[src/rtl/mac_column_sequencer.sv]
// mac_column_sequencer
//   Sequences one MAC operation per RRAM column, from col_start to col_end.
//   For each column it runs FETCH (reads one input-buffer word), PRECH
//   (precharge, captures the word as the WL mask), EVAL (drives the selected
//   word lines), CONV (clocks the ADC on the column's mux half) and NEXT
//   (reports the column result).
//
//   Ports
//     clk, rst              clock, asynchronous active-high reset
//     start                 launch a sequence (sampled in IDLE only)
//     col_start/col_end     first and last column
//     row_start/row_end     row window (used only with MAC_SEQ_ROW_MASK_EN)
//     if_start_addr         first input-buffer word address
//     busy, done            status, one-cycle completion pulse
//     if_rd_en/if_rd_addr   input-buffer read strobe and address
//     if_data               input-buffer word, valid the cycle after if_rd_en
//     IN0_WL/IN1_WL         WL drive codes (00 selects a row, 11 deselects)
//     PRE                   precharge, active-low
//     ENABLE_WL/BL/SL       line-driver enables
//     S_MUX1/S_MUX2         column mux selects
//     SEL_MUX1/2_TO_ADC     mux-to-ADC passgates
//     CLK_EN_ADC1/2         ADC clock enables
//     col_valid, col_idx    per-column result pulse and its column
//
//   Configuration macro: MAC_SEQ_ROW_MASK_EN
//     defined   -> mask bits outside row_start..row_end are forced to 0
//     undefined -> the full if_data word is used as the mask

module mac_column_sequencer #(
    parameter int ARRAY_SIZE   = 16,
    parameter int IF_SIZE      = 16,
    parameter int ADDR_SIZE_IB = 6,
    parameter int EVAL_CYCLES  = 2,
    parameter int CONV_CYCLES  = 4
) (
    input  logic                    clk,
    input  logic                    rst,
    input  logic                    start,
    input  logic [3:0]              col_start,
    input  logic [3:0]              col_end,
    input  logic [3:0]              row_start,
    input  logic [3:0]              row_end,
    input  logic [ADDR_SIZE_IB-1:0] if_start_addr,
    output logic                    busy,
    output logic                    done,
    output logic                    if_rd_en,
    output logic [ADDR_SIZE_IB-1:0] if_rd_addr,
    input  logic [IF_SIZE-1:0]      if_data,
    output logic [ARRAY_SIZE-1:0]   IN0_WL,
    output logic [ARRAY_SIZE-1:0]   IN1_WL,
    output logic                    PRE,
    output logic                    ENABLE_WL,
    output logic                    ENABLE_BL,
    output logic                    ENABLE_SL,
    output logic [2:0]              S_MUX1,
    output logic [2:0]              S_MUX2,
    output logic                    SEL_MUX1_TO_ADC,
    output logic                    SEL_MUX2_TO_ADC,
    output logic                    CLK_EN_ADC1,
    output logic                    CLK_EN_ADC2,
    output logic                    col_valid,
    output logic [3:0]              col_idx
);

    typedef enum logic [2:0] {
        S_IDLE, S_FETCH, S_PRECH, S_EVAL, S_CONV, S_NEXT, S_DONE
    } state_t;

    state_t                  r_state;
    logic [3:0]              r_col;
    logic [3:0]              r_col_end;
    logic [ADDR_SIZE_IB-1:0] r_addr;
    logic [7:0]              r_cnt;
    logic [ARRAY_SIZE-1:0]   w_mask;

    // The source line is never driven during a read.
    assign ENABLE_SL = 1'b0;

`ifdef MAC_SEQ_ROW_MASK_EN
    logic [3:0] r_row_start;
    logic [3:0] r_row_end;

    always_comb begin
        w_mask = '0;
        for (int i = 0; i < ARRAY_SIZE; i++) begin
            if (i >= int'(r_row_start) && i <= int'(r_row_end)) begin
                w_mask[i] = if_data[i];
            end
        end
    end
`else
    logic w_unused_rows;
    assign w_unused_rows = ^{row_start, row_end};
    assign w_mask        = if_data[ARRAY_SIZE-1:0];
`endif

    // Outputs are registered and set on the transition into the state they
    // belong to, so they line up exactly with r_state. The WL drive registers
    // themselves hold the inverted mask captured at the end of PRECH.
    always_ff @(posedge clk or posedge rst) begin
        if (rst) begin
            r_state         <= S_IDLE;
            r_col           <= '0;
            r_col_end       <= '0;
            r_addr          <= '0;
            r_cnt           <= '0;
            busy            <= 1'b0;
            done            <= 1'b0;
            if_rd_en        <= 1'b0;
            if_rd_addr      <= '0;
            IN0_WL          <= '1;
            IN1_WL          <= '1;
            PRE             <= 1'b1;
            ENABLE_WL       <= 1'b0;
            ENABLE_BL       <= 1'b0;
            S_MUX1          <= '0;
            S_MUX2          <= '0;
            SEL_MUX1_TO_ADC <= 1'b0;
            SEL_MUX2_TO_ADC <= 1'b0;
            CLK_EN_ADC1     <= 1'b0;
            CLK_EN_ADC2     <= 1'b0;
            col_valid       <= 1'b0;
            col_idx         <= '0;
`ifdef MAC_SEQ_ROW_MASK_EN
            r_row_start     <= '0;
            r_row_end       <= '0;
`endif
        end else begin
            done      <= 1'b0;
            col_valid <= 1'b0;
            if_rd_en  <= 1'b0;

            case (r_state)
                S_IDLE: begin
                    if (start) begin
                        r_col     <= col_start;
                        r_col_end <= col_end;
                        r_addr    <= if_start_addr;
`ifdef MAC_SEQ_ROW_MASK_EN
                        r_row_start <= row_start;
                        r_row_end   <= row_end;
`endif
                        busy      <= 1'b1;
                        // An empty column range completes without touching the array.
                        if (col_end < col_start) begin
                            r_state <= S_DONE;
                            done    <= 1'b1;
                        end else begin
                            r_state    <= S_FETCH;
                            if_rd_en   <= 1'b1;
                            if_rd_addr <= if_start_addr;
                        end
                    end
                end

                S_FETCH: begin
                    r_state <= S_PRECH;
                    PRE     <= 1'b0;
                    // Columns 0..7 sit behind mux 1, columns 8..15 behind mux 2.
                    if (r_col[3]) begin
                        SEL_MUX2_TO_ADC <= 1'b1;
                        S_MUX2          <= r_col[2:0];
                    end else begin
                        SEL_MUX1_TO_ADC <= 1'b1;
                        S_MUX1          <= r_col[2:0];
                    end
                end

                S_PRECH: begin
                    r_state   <= S_EVAL;
                    r_cnt     <= '0;
                    PRE       <= 1'b1;
                    ENABLE_WL <= 1'b1;
                    ENABLE_BL <= 1'b1;
                    IN0_WL    <= ~w_mask;
                    IN1_WL    <= ~w_mask;
                end

                S_EVAL: begin
                    if (r_cnt == 8'(EVAL_CYCLES - 1)) begin
                        r_state     <= S_CONV;
                        r_cnt       <= '0;
                        ENABLE_WL   <= 1'b0;
                        ENABLE_BL   <= 1'b0;
                        CLK_EN_ADC1 <= ~r_col[3];
                        CLK_EN_ADC2 <= r_col[3];
                    end else begin
                        r_cnt <= r_cnt + 8'd1;
                    end
                end

                S_CONV: begin
                    if (r_cnt == 8'(CONV_CYCLES - 1)) begin
                        r_state         <= S_NEXT;
                        r_cnt           <= '0;
                        IN0_WL          <= '1;
                        IN1_WL          <= '1;
                        CLK_EN_ADC1     <= 1'b0;
                        CLK_EN_ADC2     <= 1'b0;
                        SEL_MUX1_TO_ADC <= 1'b0;
                        SEL_MUX2_TO_ADC <= 1'b0;
                        S_MUX1          <= '0;
                        S_MUX2          <= '0;
                        col_valid       <= 1'b1;
                        col_idx         <= r_col;
                    end else begin
                        r_cnt <= r_cnt + 8'd1;
                    end
                end

                S_NEXT: begin
                    if (r_col == r_col_end) begin
                        r_state <= S_DONE;
                        done    <= 1'b1;
                    end else begin
                        r_state    <= S_FETCH;
                        r_col      <= r_col + 4'd1;
                        r_addr     <= r_addr + 1'b1;
                        if_rd_en   <= 1'b1;
                        if_rd_addr <= r_addr + 1'b1;
                    end
                end

                S_DONE: begin
                    r_state <= S_IDLE;
                    busy    <= 1'b0;
                end

                default: begin
                    r_state <= S_IDLE;
                    busy    <= 1'b0;
                end
            endcase
        end
    end

endmodule
[config.mk]
export PLATFORM = sky130hd
export DESIGN_NAME = mac_column_sequencer
export DESIGN_NICKNAME = d
export VERILOG_FILES = /design/src/rtl/mac_column_sequencer.sv
export SDC_FILE = /design/constraint.sdc
export NUM_CORES = 1
export LEC_CHECK = 0
export ABC_CLOCK_PERIOD_IN_PS = 2900
export CAP_MARGIN = 30
export CORE_AREA = 2 2 102 104
export CTS_CLUSTER_DIAMETER = 120
export DETAILED_ROUTE_END_ITERATION = 6
export DIE_AREA = 0 0 104 106
export SETUP_SLACK_MARGIN = 0.5
export SKIP_LAST_GASP = 1
export SYNTH_ARGS = -nofsm -noshare
export SYNTH_HDL_FRONTEND = slang
export SYNTH_SLANG_ARGS = --single-unit
export TNS_END_PERCENT = 5
[constraint.sdc]
create_clock -name clk -period 2.9 [get_ports clk]
set_input_delay 0.58 -clock clk [delete_from_list [all_inputs] [get_ports clk]]
set_output_delay 0.58 -clock clk [all_outputs]
set_load 0.01 [all_outputs]
* Yosys cells after proc, flatten, opt, wreduce, memory -nomap -nowiden
Index checks and enable logic that the tools add are counted.
** Cells by class
- Equal/unequal tests :: 15
- Add/subtract/negate cells :: 3
- Divide/modulo/power cells :: 0
- Multiply operators :: 0
- Mux-type cells :: 49
- Reductions and logical operators :: 20
- Shifts and indexed selects :: 0
- Bitwise operators :: 3
- Order comparisons :: 1
** Operator list (count)
- one-hot mux 16 bit (2 select lines) :: 1
- two-way mux 3 bit :: 8
- two-way mux 6 bit :: 4
- one-hot mux 6 bit (2 select lines) :: 2
- one-hot mux 8 bit (3 select lines) :: 1
- one-hot mux 1 bit (2 select lines) :: 9
- one-hot mux 3 bit (6 select lines) :: 1
- two-way mux 16 bit :: 1
- two-way mux 8 bit :: 2
- NOT 16 bit :: 1
- two-way mux 1 bit :: 15
- AND reduction 3 bit :: 5
- inequality test 2 bit, second input constant :: 7
- one-hot mux 3 bit (2 select lines) :: 2
- nonzero test 2 bit :: 6
- AND reduction 2 bit :: 5
- adder 8 x 1 -> 8 bit, second input constant :: 1
- == test 8 x 1 -> 1 bit, second input constant :: 1
- == test 8 x 2 -> 1 bit, second input constant :: 1
- two-way mux 4 bit :: 2
- one-hot mux 4 bit (2 select lines) :: 1
- adder 6 x 1 -> 6 bit, second input constant :: 1
- == test 3 x 2 -> 1 bit, second input constant :: 2
- == test 3 bit, second input constant :: 2
- 9 further kinds :: 10
** Word-level totals
- Memories kept :: 0
- Memory bits (writable) :: 0
- Bits in read-only memories :: 0
- Register bits :: 67
- Latch bits :: 0
- Input port bits :: 41

* Logic depth before layout (Yosys ltp)
- Depth after elaboration :: 4
- Mapped depth :: 7

* Least setup slack after synthesis
OpenSTA, ideal clock, no wires.
- Path type :: input to register
- Start point :: in col_start[3]
- End point :: reg if_rd_addr[0]
- Arrival :: 1.990 ns
- Setup time :: 0.125 ns
- Stages :: 7
- Setup slack :: 0.785 ns
- Data required time :: 2.775 ns
- Cell sequence :: inv_1 -> ha_1 -> o211ai_1 -> o21ai_0 -> nor4_4 -> nor2_8 -> mux2_4
** Between the ends
- Cells in the longest elaborated chain, start to end :: 3
** RTL lines
- from (decl) :: RTL line 39 : input logic [3:0] col_start,
- less-than comparator 4 bit :: RTL line 145 : if (col_end < col_start) begin
- inequality test 2 bit (no source line)
- AND reduction 4 bit (no source line)
- to (signal assigned) :: RTL line 151 : if_rd_addr <= if_start_addr;
- to (signal assigned) :: RTL line 220 : if_rd_addr <= r_addr + 1'b1;
- to (decl) :: RTL line 47 : output logic [ADDR_SIZE_IB-1:0] if_rd_addr,
No other way between the ends.
A chain may end at the register's enable or synchronous reset.

* Final worst setup path
- Start point :: in col_start[3]
- End point :: reg if_rd_addr[2]
The elaborated chain is that of the path after synthesis.

==> flow_summary.json <==
{
  "grt_pass1_wl_um": 12100,
  "p_leak_nw": 1.89,
  "cts_sinks": 67,
  "antenna_found_initial": 0,
  "gr-total-overflow": 0,
  "crit_arrival_ns": 2.54,
  "powerDensity_mw_per_mm2": 1120,
  "tightest_slew_ns": 0.697,
  "fp.dieH_um": 106,
  "grt_use_total": 0.137,
  "num_vias": 2575,
  "clock_skew_ns": 0.0123,
  "synth_flop_cell": "dfrtp_1",
  "slew_headroom": 0.531,
  "numCtsBuffers": 9,
  "maxSlewViolCount": 0,
  "rows": 37,
  "status": "finished clean",
  "finish.instance_area_mm2": 0.00454,
  "setup_viol": 0,
  "ys_ff_latch": 67,
  "path_class": "primary input to register",
  "post-route-drc-count": 0,
  "r2r_cells": 5,
  "grt_pass1_vias": 2407,
  "ys_seq_area_frac": 0.498,
  "rsz0062_at_grt": "no",
  "antennaDiodeCount": 0,
  "post_cts_resized": 0,
  "die_w_um": 104,
  "hold_depth": 1,
  "hold_path.class": "register to register",
  "critPathMaxStageDelay_ns": 0.50,
  "slowest_stage": "clkdlybuf4s50_1",
  "route.final.wire_length_um": 7450,
  "place_hpwl_um": 5340,
  "tns_ns": 0,
  "grt_max_degree": 44,
  "design.die.area_mm2": 0.0110,
  "drt_iter0_markers": 118,
  "synth_area_mm2": 0.00341,
  "start_kind": "primary input",
  "power_mw": 5.06,
  "ir_drop_mv": 0.371,
  "coreArea_mm2": 0.0100,
  "cts.reportedPaths.clkPinSlew_ns": 0.08,
  "layout.nets": 440,
  "place_congestion": 0.786,
  "synth_area_leaders": "dfrtp_1 37%, dfstp_2 13%, a2bb2oi_1 4.1%",
  "fin_crit_sh": 0.801,
  "final_layout_size_suffix_gt1_frac": 0.164,
  "max_freq_mhz": 430,
  "start_util": 0.341,
  "drv_cap": 0,
  "post_cts_buffers": 0,
  "syn-instance-count": 316,
  "mostFrequentLayoutCell": "clkdlybuf4s50_1",
  "ctsHoldBuffers": 0,
  "end_kind": "register",
  "cts.path.max_buffers": 2,
  "synth_nets": 364,
  "path_max_fanout": 7,
  "wl_per_cell_um": 14.0,
  "synth-edff-count": 0,
  "final_cell_mix": "91 x clkdlybuf4s50_1, 50 x dfrtp_1, 36 x nand2_1, 23 x o21ai_0, 17 x dfstp_2",
  "drt_pre_antenna_iters": 4,
  "antenna_left": 0,
  "clockRootBuffer": "clkbuf_8",
  "yosys_warnings": 0,
  "path_cells": "clkdlybuf4s50_1 > inv_1 > ha_1 > a21oi_1 > o21ai_0 > buf_4 > nor4_4 > nor2_8 > mux2_4",
  "insertion_delay_ns": 0.34,
  "dpl_cell_area_mm2": 0.00433,
  "io_buffer_count": 91,
  "yosysTopAreaCell": "dfrtp_1",
  "ys_types": 57,
  "avgSynthCellArea_um2": 10.8,
  "hold_ws_ns": 0.480,
  "h-tree-depth": 3,
  "io_pins": 101,
  "vias_per_cell": 4.83,
  "synth_top_area_frac": 0.367,
  "hold_viol_final": 0,
  "period_needed_ns": 2.32,
  "async_reset_ff_frac": 1.00,
  "cts_tree": "done",
  "worstPathRequired_ns": 3.11,
  "syn_to_final_growth_pct": 33.1
}
## metrics by stage
stage          cells  worst slack, ns   util
2_1_floorplan    316            0.665      -
3_5_place_dp     517            0.213  0.433
3_3_place_gp     516            0.198  0.432
4_1_cts          533            0.576  0.454
5_1_grt          533            0.510  0.454
6_report         533            0.576  0.454
## cells in the mapped netlist (3+ instances only)
library cell / count
a22o_1: 4
dfstp_2: 17
mux2_2: 11
nor2b_1: 3
mux2_4: 7
nand3_1: 12
nor2_1: 14
xor2_1: 3
inv_1: 12
xnor2_1: 6
a21oi_1: 9
nor3_1: 8
o21ai_0: 23
a2bb2oi_1: 16
buf_4: 18
dfrtp_1: 50
a31oi_1: 4
o21bai_1: 4
buf_2: 8
nand2_1: 36
nand2b_1: 3
ha_1: 7
## per-layer routing
metal,vias up,wire length [um],GRT usage
met3,9,368,0.0325
met1,1235,3570,0.185
met5,-,0,0
met4,0,127,0.0550
li1,1255,-,-
met2,76,3380,0.213
## report_power, final
| group | leakage [nW] | total (mW) | switching, mW | internal, mW |
|---|---|---|---|---|
| combinational | 0.985 | 2.41 | 1.05 | 1.36 |
| clock | 0.107 | 0.814 | 0.346 | 0.468 |
| sequential | 0.799 | 1.84 | 0.412 | 1.42 |
| total | 1.89 | 5.06 | 1.81 | 3.25 |
## state kept, by name (all words and copies together) (netlist names)
| name | flops |
|---|---|
| CLK_EN_ADC1 | 1 |
| CLK_EN_ADC2 | 1 |
| ENABLE_BL | 1 |
| IN1_WL | 16 |
| PRE | 1 |
| SEL_MUX1_TO_ADC | 1 |
| SEL_MUX2_TO_ADC | 1 |
| S_MUX1 | 3 |
| S_MUX2 | 3 |
| busy | 1 |
| col_idx | 4 |
| col_valid | 1 |
| done | 1 |
| if_rd_addr | 6 |
| if_rd_en | 1 |
| r_addr | 6 |
| r_cnt | 8 |
| r_col | 4 |
| r_col_end | 4 |
| r_state | 3 |
## area by class of cell
| cell class | count | area, um2 |
|---|---|---|
| Tap cell | 136 | 170 |
| Inverter | 12 | 45.0 |
| Timing Repair Buffer | 95 | 957 |
| Sequential cell | 67 | 1700 |
| Fill cell | 940 | 5460 |
| Multi-Input combinational cell | 207 | 1460 |
| Clock inverter | 2 | 35.0 |
| Clock buffer | 14 | 173 |
## cells by family after synthesis
| logic type | synth area share |
|---|---|
| AND/OR/NAND/NOR | 0.151 |
| AO/OA/AOI/OAI | 0.158 |
| flip-flops | 0.498 |
| buffers and inverters | 0.0737 |
| multiplexers | 0.0701 |
| XOR/XNOR | 0.0231 |
| adder cells (fa/ha/maj) | 0.0257 |
| other | 0.00110 |
## worst paths after layout
| path | endpoint | start | slack [ns] |
|---|---|---|---|
| hold reg to reg | SEL_MUX1_TO_ADC$_DFFE_PP0P_ | SEL_MUX1_TO_ADC$_DFFE_PP0P_ | 0.48 |
| min in group asynchronous | if_rd_en$_DFF_PP0_ | rst | 0.61 |
| hold / removal | SEL_MUX1_TO_ADC$_DFFE_PP0P_ | SEL_MUX1_TO_ADC$_DFFE_PP0P_ | 0.48 |
| setup reg to reg | if_rd_addr[2]$_DFFE_PP0P_ | r_state[0]$_DFFE_PP0P_ | 0.62 |
| max in group asynchronous | PRE$_DFFE_PP1P_ | rst | 1.60 |
| setup / recovery | if_rd_addr[2]$_DFFE_PP0P_ | col_start[3] | 0.58 |
## critical path, delay by kind of cell
kind / cells / cell delay, ns
buf+inv: 3 / 0.71
simple gates: 2 / 0.42
mux: 1 / 0.31
fa+ha+maj: 1 / 0.30
compound gates: 2 / 0.20
(Power assumes the default switching activity.)
